`src/rtl/rv32i_encoder.sv`:
```
// rv32i_encoder
// Packs RV32I instruction field bundles into 32-bit machine words and streams
// them into instruction memory at incrementing word addresses. Bundles whose
// immediates cannot be represented in their format are consumed but not
// written, and they are counted in err_cnt.
//
// Ports
//   clk, rst_n           rising-edge clock, asynchronous active-low reset
//   start                pulse: clear counters, restart the session at BASE_ADDR
//   in_valid/in_ready    field-bundle handshake
//   in_fmt .. in_last    instruction fields (fmt 0=R 1=I 2=S 3=B 4=U 5=J)
//   imem_we/imem_ready   write handshake towards instruction memory
//   imem_addr/imem_wdata write address (byte, word aligned) and encoded word
//   word_cnt, err_cnt    words written / bundles rejected in this session
//   full, done           session capacity reached / session finished
//   dbg_state            current FSM state (0 IDLE, 1 RUN, 2 DRAIN, 3 DONE)
//
// Handshake semantics: a transfer happens on a rising edge where valid and
// ready are both high. Once valid is raised it, and its payload, stay
// unchanged until that edge. Ready may depend combinationally on the other
// side's signals but valid never depends on ready.
module rv32i_encoder #(
    parameter logic [31:0] BASE_ADDR = 32'h0000_0000,
    parameter int          DEPTH     = 1024,
    parameter int          CNT_W     = 11
) (
    input  logic             clk,
    input  logic             rst_n,
    input  logic             start,
    input  logic             in_valid,
    output logic             in_ready,
    input  logic [2:0]       in_fmt,
    input  logic [6:0]       in_opcode,
    input  logic [2:0]       in_funct3,
    input  logic [6:0]       in_funct7,
    input  logic [4:0]       in_rd,
    input  logic [4:0]       in_rs1,
    input  logic [4:0]       in_rs2,
    input  logic [31:0]      in_imm,
    input  logic             in_last,
    output logic             imem_we,
    input  logic             imem_ready,
    output logic [31:0]      imem_addr,
    output logic [31:0]      imem_wdata,
    output logic [CNT_W-1:0] word_cnt,
    output logic [CNT_W-1:0] err_cnt,
    output logic             full,
    output logic             done,
    output logic [1:0]       dbg_state
);

    localparam logic [1:0] ST_IDLE  = 2'd0;
    localparam logic [1:0] ST_RUN   = 2'd1;
    localparam logic [1:0] ST_DRAIN = 2'd2;
    localparam logic [1:0] ST_DONE  = 2'd3;

    localparam logic [2:0] FMT_R = 3'd0;
    localparam logic [2:0] FMT_I = 3'd1;
    localparam logic [2:0] FMT_S = 3'd2;
    localparam logic [2:0] FMT_B = 3'd3;
    localparam logic [2:0] FMT_U = 3'd4;
    localparam logic [2:0] FMT_J = 3'd5;

    localparam logic [CNT_W-1:0] DEPTH_C   = CNT_W'(DEPTH);
    localparam logic [31:0]      LAST_ADDR = BASE_ADDR + 32'(4 * (DEPTH - 1));

    logic [1:0]       state_q,    state_d;
    logic [31:0]      addr_q,     addr_d;
    logic [31:0]      wdata_q,    wdata_d;
    logic             we_q,       we_d;
    logic [CNT_W-1:0] word_cnt_q, word_cnt_d;
    logic [CNT_W-1:0] err_cnt_q,  err_cnt_d;

    logic [31:0] enc_word;
    logic        imm_bad;
    logic        full_pending;
    logic        write_done;
    logic        accept;

    // Field packing and immediate range checks.
    always_comb begin
        enc_word = '0;
        imm_bad  = 1'b0;
        case (in_fmt)
            FMT_R: begin
                enc_word = {in_funct7, in_rs2, in_rs1, in_funct3, in_rd, in_opcode};
            end
            FMT_I: begin
                enc_word = {in_imm[11:0], in_rs1, in_funct3, in_rd, in_opcode};
                imm_bad  = (in_imm[31:11] != {21{in_imm[11]}});
            end
            FMT_S: begin
                enc_word = {in_imm[11:5], in_rs2, in_rs1, in_funct3, in_imm[4:0], in_opcode};
                imm_bad  = (in_imm[31:11] != {21{in_imm[11]}});
            end
            FMT_B: begin
                enc_word = {in_imm[12], in_imm[10:5], in_rs2, in_rs1, in_funct3,
                            in_imm[4:1], in_imm[11], in_opcode};
                imm_bad  = (in_imm[31:12] != {20{in_imm[12]}}) | in_imm[0];
            end
            FMT_U: begin
                enc_word = {in_imm[31:12], in_rd, in_opcode};
                imm_bad  = (in_imm[11:0] != 12'd0);
            end
            FMT_J: begin
                enc_word = {in_imm[20], in_imm[10:1], in_imm[11], in_imm[19:12],
                            in_rd, in_opcode};
                imm_bad  = (in_imm[31:20] != {12{in_imm[20]}}) | in_imm[0];
            end
            default: begin
                imm_bad = 1'b1;
            end
        endcase
    end

    // The word still sitting in the output register counts towards capacity,
    // otherwise a bundle could be accepted that can never be written.
    assign full_pending = ((word_cnt_q + CNT_W'(we_q)) == DEPTH_C);
    assign write_done   = we_q & imem_ready;
    // start takes priority over an offered bundle.
    assign in_ready     = (state_q == ST_RUN) & ~full_pending & (~we_q | imem_ready) & ~start;
    assign accept       = in_valid & in_ready;

    always_comb begin
        state_d    = state_q;
        addr_d     = addr_q;
        wdata_d    = wdata_q;
        we_d       = we_q;
        word_cnt_d = word_cnt_q;
        err_cnt_d  = err_cnt_q;
        if (start) begin
            state_d    = ST_RUN;
            addr_d     = BASE_ADDR;
            we_d       = 1'b0;
            word_cnt_d = '0;
            err_cnt_d  = '0;
        end else begin
            if (write_done) begin
                we_d       = 1'b0;
                addr_d     = (addr_q == LAST_ADDR) ? BASE_ADDR : addr_q + 32'd4;
                word_cnt_d = word_cnt_q + 1'b1;
            end
            if (accept) begin
                if (imm_bad) begin
                    if (err_cnt_q != '1) begin
                        err_cnt_d = err_cnt_q + 1'b1;
                    end
                end else begin
                    we_d    = 1'b1;
                    wdata_d = enc_word;
                end
            end
            case (state_q)
                ST_RUN: begin
                    if (word_cnt_d == DEPTH_C) begin
                        state_d = ST_DONE;
                    end else if (accept & in_last) begin
                        state_d = ST_DRAIN;
                    end
                end
                ST_DRAIN: begin
                    if ((word_cnt_d == DEPTH_C) || !we_d) begin
                        state_d = ST_DONE;
                    end
                end
                default: begin
                end
            endcase
        end
    end

    always_ff @(posedge clk or negedge rst_n) begin
        if (!rst_n) begin
            state_q    <= ST_IDLE;
            addr_q     <= BASE_ADDR;
            wdata_q    <= '0;
            we_q       <= 1'b0;
            word_cnt_q <= '0;
            err_cnt_q  <= '0;
        end else begin
            state_q    <= state_d;
            addr_q     <= addr_d;
            wdata_q    <= wdata_d;
            we_q       <= we_d;
            word_cnt_q <= word_cnt_d;
            err_cnt_q  <= err_cnt_d;
        end
    end

    assign imem_we    = we_q;
    assign imem_addr  = addr_q;
    assign imem_wdata = wdata_q;
    assign word_cnt   = word_cnt_q;
    assign err_cnt    = err_cnt_q;
    assign full       = (word_cnt_q == DEPTH_C);
    assign done       = (state_q == ST_DONE);
    assign dbg_state  = state_q;

endmodule

```
`config.mk`:
```
export PLATFORM = sky130hd
export DESIGN_NAME = rv32i_encoder
export DESIGN_NICKNAME = d
export VERILOG_FILES = /design/src/rtl/rv32i_encoder.sv
export SDC_FILE = /design/constraint.sdc
export NUM_CORES = 1
export LEC_CHECK = 0
export BUFFER_PORTS_ARGS = -buffer_cell sky130_fd_sc_hd__buf_2
export CAP_MARGIN = 40
export CORE_ASPECT_RATIO = 0.6
export CORE_MARGIN = 2
export CORE_UTILIZATION = 35
export CTS_CLUSTER_SIZE = 8
export DETAILED_ROUTE_END_ITERATION = 16
export GPL_TIMING_DRIVEN = 0
export RECOVER_POWER = 50
export SLEW_MARGIN = 0
export SYNTH_ARGS = -nofsm -noshare
export SYNTH_HDL_FRONTEND = slang
export SYNTH_SLANG_ARGS = --single-unit
```
`constraint.sdc`:
```
create_clock -name clk -period 2.9 [get_ports clk]
set_clock_uncertainty 0.05 [all_clocks]
set_input_delay 0.29 -clock clk [delete_from_list [all_inputs] [get_ports clk]]
set_output_delay 0.29 -clock clk [all_outputs]
set_load 0.01 [all_outputs]
```
Word level (Yosys, flattened, before mapping)

Cells that the tools add are included.

Register bits: 89
Output and inout port bits: 92
Word-level logic and storage cells: 76
Bits of input ports: 73

Reduce and logical (&&, ||, !) cells: 13
Eq/ne operators: 18
Bitwise operators: 13
$add $sub $neg: 4
Mux-type cells: 22

Operators by type and width:

| kind                                            | count |
|---|---|
| case mux 32 bit (6 select lines)                | 1 |
| 2-to-1 mux 32 bit                               | 3 |
| 2-to-1 mux 11 bit                               | 7 |
| == test 11 bit, second input constant           | 3 |
| adder 32 x 3 -> 32 bit, second input constant   | 1 |
| == test 32 x 12 -> 1 bit, second input constant | 1 |
| adder 11 x 1 -> 11 bit, second input constant   | 2 |
| != test 20 bit                                  | 1 |
| != test 19 bit                                  | 1 |
| nonzero test 12 bit                             | 1 |
| adder 11 x 1 -> 11 bit                          | 1 |
| != test 11 bit                                  | 1 |
| != test 11 bit, second input constant           | 1 |
| AND reduction 3 bit                             | 3 |
| 2-to-1 mux 2 bit                                | 4 |
| nonzero test 2 bit                              | 4 |
| bitwise AND 1 bit                               | 6 |
| == test 3 x 2 -> 1 bit, second input constant   | 2 |
| == test 3 bit, second input constant            | 2 |
| 2-to-1 mux 1 bit                                | 5 |
| case mux 1 bit (5 select lines)                 | 1 |
| == test 2 bit, second input constant            | 2 |
| != test 4 x 2 -> 1 bit, second input constant   | 1 |
| inverter 1 bit                                  | 4 |
| 10 further kinds                                | 12 |

Logic depth before layout (Yosys ltp)

Word-level depth: 14
Gate-level depth with buffers: 11
Mapped depth without buffers: 9

Worst setup path before layout

OpenSTA, ideal clock, no wires.

Path kind: register -> register
Start: register word_cnt_q[0] (netlist: word_cnt[0])
End: register err_cnt_q[7] (netlist: err_cnt[7])
Buffers on the path: 0
Library setup time: 127 ps
Cell stages (with the launch flop): 10
Arrival: 2652 ps
Slack: 70 ps
Cell sequence: dfrtp_1 ha_1 ha_1 nand2_1 or3_1 a211o_1 a2111oi_4 a211oi_2 and4bb_1 mux2_1

Cells in the longest elaborated chain, start to end: 9

Ends and longest elaborated chain:

| item                                 | RTL line | text |
|---|---|---|
| start: declaration                   | 71       | `logic [CNT_W-1:0] word_cnt_q, word_cnt_d;` |
| start signal: assignment             | 185      | `word_cnt_q <= word_cnt_d;` |
| adder 11 x 1 -> 11 bit               | 118      | `assign full_pending = ((word_cnt_q + CNT_W'(we_q)) == DEPTH_C);` |
| == test 11 bit                       | 118      |  |
| inverter 1 bit                       | 121      | `assign in_ready = (state_q == ST_RUN) & ~full_pending & (~we_q \| imem_ready) & ~start;` |
| bitwise AND 1 bit (3 in series)      | 121      |  |
| bitwise AND 1 bit                    | 122      | `assign accept = in_valid & in_ready;` |
| nonzero test 2 bit (no source line)  | --       |  |
| AND reduction 3 bit (no source line) | --       |  |
| end signal: assignment               | 186      | `err_cnt_q <= err_cnt_d;` |
| end: declaration                     | 72       | `logic [CNT_W-1:0] err_cnt_q, err_cnt_d;` |

Every way passes these cells.
A chain may end at the register's enable or synchronous reset.

Final worst setup path

Start: register we_q (netlist: imem_we)
End: register err_cnt_q[7] (netlist: err_cnt[7])

Cells in the longest elaborated chain, start to end: 9
Elaborated cells on any way between the ends: 11

Ends and longest elaborated chain:

| item                                   | RTL line | text |
|---|---|---|
| start: declaration                     | 70       | `logic we_q, we_d;` |
| start signal: assignment               | 184      | `we_q <= we_d;` |
| adder 11 x 1 -> 11 bit                 | 118      |  |
| == test 11 bit                         | 118      |  |
| inverter 1 bit                         | 121      |  |
| bitwise AND 1 bit                      | 121      |  |
| bitwise AND 1 bit * (2 in series)      | 121      |  |
| bitwise AND 1 bit *                    | 122      |  |
| nonzero test 2 bit (no source line) *  | --       |  |
| AND reduction 3 bit (no source line) * | --       |  |

Mark *: on every way between the ends. The rest lies on a longest branch, timed or not.

==> metrics.cfg <==
[status]
status=finished, final reports clean

[routing]
num_vias=5396
finalWirelength_mm=17.5
drc_errors=0
drtAntennaViolNets=0
wl_per_cell_microns=17.8
via_per_inst=5.48
firstDrtPassIters=5
dr.first_iter.drc_count=507

[sta]
period_minus_slack_ns=2.78
hold_violations=0
min_period_over_period=0.960
tightest_slew_ns=1.24
report.final.slew_viol_count=0
fmax_ghz=0.359
relSlewSlack=0.175
finalSetupViolations=0

[layout]
fin_nets=860
antenna_cells=0
syn_to_final_growth_pct=27.6
drive_above_1_share=0.223
n_fill_cell=1466
fin_cells=984
final_cell_area_sq_mm=0.00667
multi_input_area_sq_mm=0.00282
seq_area_sq_mm=0.00218

[setup_path]
cpLargestDelayFamily=compound AO/OA/AOI/OAI gates
slowest_stage=dfrtp_1
cp_max_fo=6
r2r_slack_ns=0.12
rr_endpoint=err_cnt[7]$_DFFE_PN0P_
r2r-start=imem_we$_DFF_PN0_
reg2reg_depth=10
crit_top_cell=ha_4
crit_chain=ha_4 > ha_4 > nand2_2 > or3_1 > a211o_1 > a2111oi_4 > buf_4 > a211oi_4 > and4bb_1 > mux2_1
cp_data_arrival_time_ns=2.96
crit_start=imem_we$_DFF_PN0_
worstSetupEndpoint=err_cnt[7]$_DFFE_PN0P_
critPathKind=flop to flop
cp_num_buf_inv=1
crit_cells=10
end_kind=flop
max_stage_delay_ns=0.40
worstPathRequired_ns=3.07
critPathLaunchType=flop

[synthesis]
syn_area_per_cell_sq_um=8.70
yosys_warnings=0
synth_largest_area_cell=dfrtp_1
synth_area_sq_mm=0.00523
synthFlopType=dfrtp_1
synth_commonest_cells=dfrtp_1, nand2_1, nor2_1
yosysMostFrequentCell=dfrtp_1
yosysSeqAreaShare=0.416
synth_top_cell_area_share=0.416
synthTopCellsByArea=dfrtp_1, nand2_1, nor2_1
synth_edf_count=0
synth.distinct_cells=62
async_reset_ff_frac=1.00
synth_seq_cells=87
synthCells=601

[grt]
grt_pass1_vias=5202
grt_max_degree=45
antenna_found_initial=0
grt_first_pass_wirelength_mm=27.4
overflow=0
grtUsageTotal=0.216

[clock_network]
cts_sinks=87
clk_latency_ns=0.35
cts_tree=done
clk_path_buf_depth=2
cts_root_buf=clkbuf_16
cts.clk_slew.worst_paths_ns=0.07
numCtsBuffers=9
htree_levels=3

[floorplan]
die-height_microns=98.7
start_util=0.359
ios=165
dieArea_sq_mm=0.0160
rows=34
die_x_microns=162
core_area_sq_mm=0.0145

[min_path]
hold_depth=3
min_path_type=input port to flop

[power_and_ir_drop]
leakagePower_uw=0.00299
power.density_mw_per_mm2=500
vdd_ir_drop_max_mv=0.280

[place]
portBuffers=161
placedCellCount=962
dp_hpwl_mm=13.3
place_area_sq_mm=0.00632
place.gp.congestion=0.964

[run]
drv_cap=0

[metal layers]
layer,up-vias,global-route usage,share of wire
li1,2524,-,-
met1,2606,0.315,0.48
met2,252,0.325,0.43
met3,14,0.0480,0.083
met4,0,0.0531,0.010
met5,-,0,0
[layout make-up]
cell class | count | area share
Tap cell | 198 | 0.0371
Inverter | 18 | 0.0101
Clock inverter | 7 | 0.0116
Timing Repair Buffer | 168 | 0.124
Buffer | 37 | 0.0347
Sequential cell | 87 | 0.327
Clock buffer | 9 | 0.0338
Multi-Input combinational cell | 460 | 0.422
[worst register-to-register path: cells and delay by family, from the launching register on]
family | cells | cell delay (ns)
compound gates | 3 | 0.73
simple gates | 3 | 0.66
fa+ha+maj | 2 | 0.31
flops | 1 | 0.40
mux | 1 | 0.30
buf+inv | 1 | 0.20
[what timing repair did]
item | in CTS | in global routing
endpoints found under the hold margin | 43 | 0
hold buffers | 1 | 0
gates cloned | 0 | 1
pin swaps | 1 | 4
resized for setup | 3 | 14
setup buffers | 3 | 1
endpoints found under the setup margin | 46 | 50
[how the worst min path moves through the flow]
stage	endpoint	start	slack, ns
floorplan	dbg_state[0]$_DFFE_PN0P_	rst_n	-0.06
global placement	imem_wdata[3]$_DFFE_PN0P_	imem_wdata[3]$_DFFE_PN0P_	0.42
detailed placement	imem_wdata[13]$_DFFE_PN0P_	rst_n	0.30
CTS	imem_wdata[2]$_DFFE_PN0P_	in_opcode[2]	0.11
global route	imem_wdata[1]$_DFFE_PN0P_	in_opcode[1]	0.12
finish	imem_wdata[0]$_DFFE_PN0P_	in_opcode[0]	0.12
[where the power goes]
part / switching (uW) / leakage [uW] / internal, uW
combinational: 415 / 0.00169 / 250
sequential: 105 / 0.00116 / 1360
clock: 525 / 0.000147 / 678
[layout by cell type, fill, tap and decap left out, drive strengths merged, types with 5 or more instances in the layout]
master	synthesis	final
or3	5	5
and3	6	6
a221oi	7	7
nand3	18	18
nor2	61	61
buf	20	127
ha	6	6
dfrtp	87	87
o21ai	64	64
xnor2	11	11
mux2	5	5
nor3	22	22
clkbuf	17	86
xor2	14	14
nand4	20	20
inv	18	21
nand2b	5	5
a211oi	5	5
a21oi	26	26
mux2i	15	15
nor4	14	14
nand2	75	75
nor2b	13	13
a22oi	17	17
[state kept, by name, indices dropped and copies added, names as in the netlist]
name        count
dbg_state       2
imem_addr      30
imem_wdata     32
imem_we         1
word_cnt       11
err_cnt        11
[cells by family (layout without fill, tap and decap cells)]
logic type,after synthesis,in the layout,share of synthesized area
other,1,2,0.000717
multiplexers,20,20,0.0395
flip-flops,87,87,0.416
adder cells (fa/ha/maj),6,6,0.0144
buffers and inverters,55,239,0.0545
AND/OR/NAND/NOR,259,259,0.244
AO/OA/AOI/OAI,148,148,0.189
XOR/XNOR,25,25,0.0419
[metrics by stage]
step | TNS, ns | hold slack (ns) | power [uW] | util | worst slack [ns]
6_report | 0 | 0.125 | 3330 | 0.459 | 0.117
5_1_grt | -0.0360 | 0.122 | 3510 | 0.459 | -0.0125
4_1_cts | 0 | 0.110 | 3410 | 0.458 | 0.0246
3_5_place_dp | -7.82 | 0.299 | 2170 | 0.434 | -0.220
3_3_place_gp | -4.48 | 0.416 | 2150 | 0.432 | -0.149
2_1_floorplan | 0 | -0.0556 | 1810 | - | 0.0702
No activity file was read; power rests on OpenSTA's default activity.
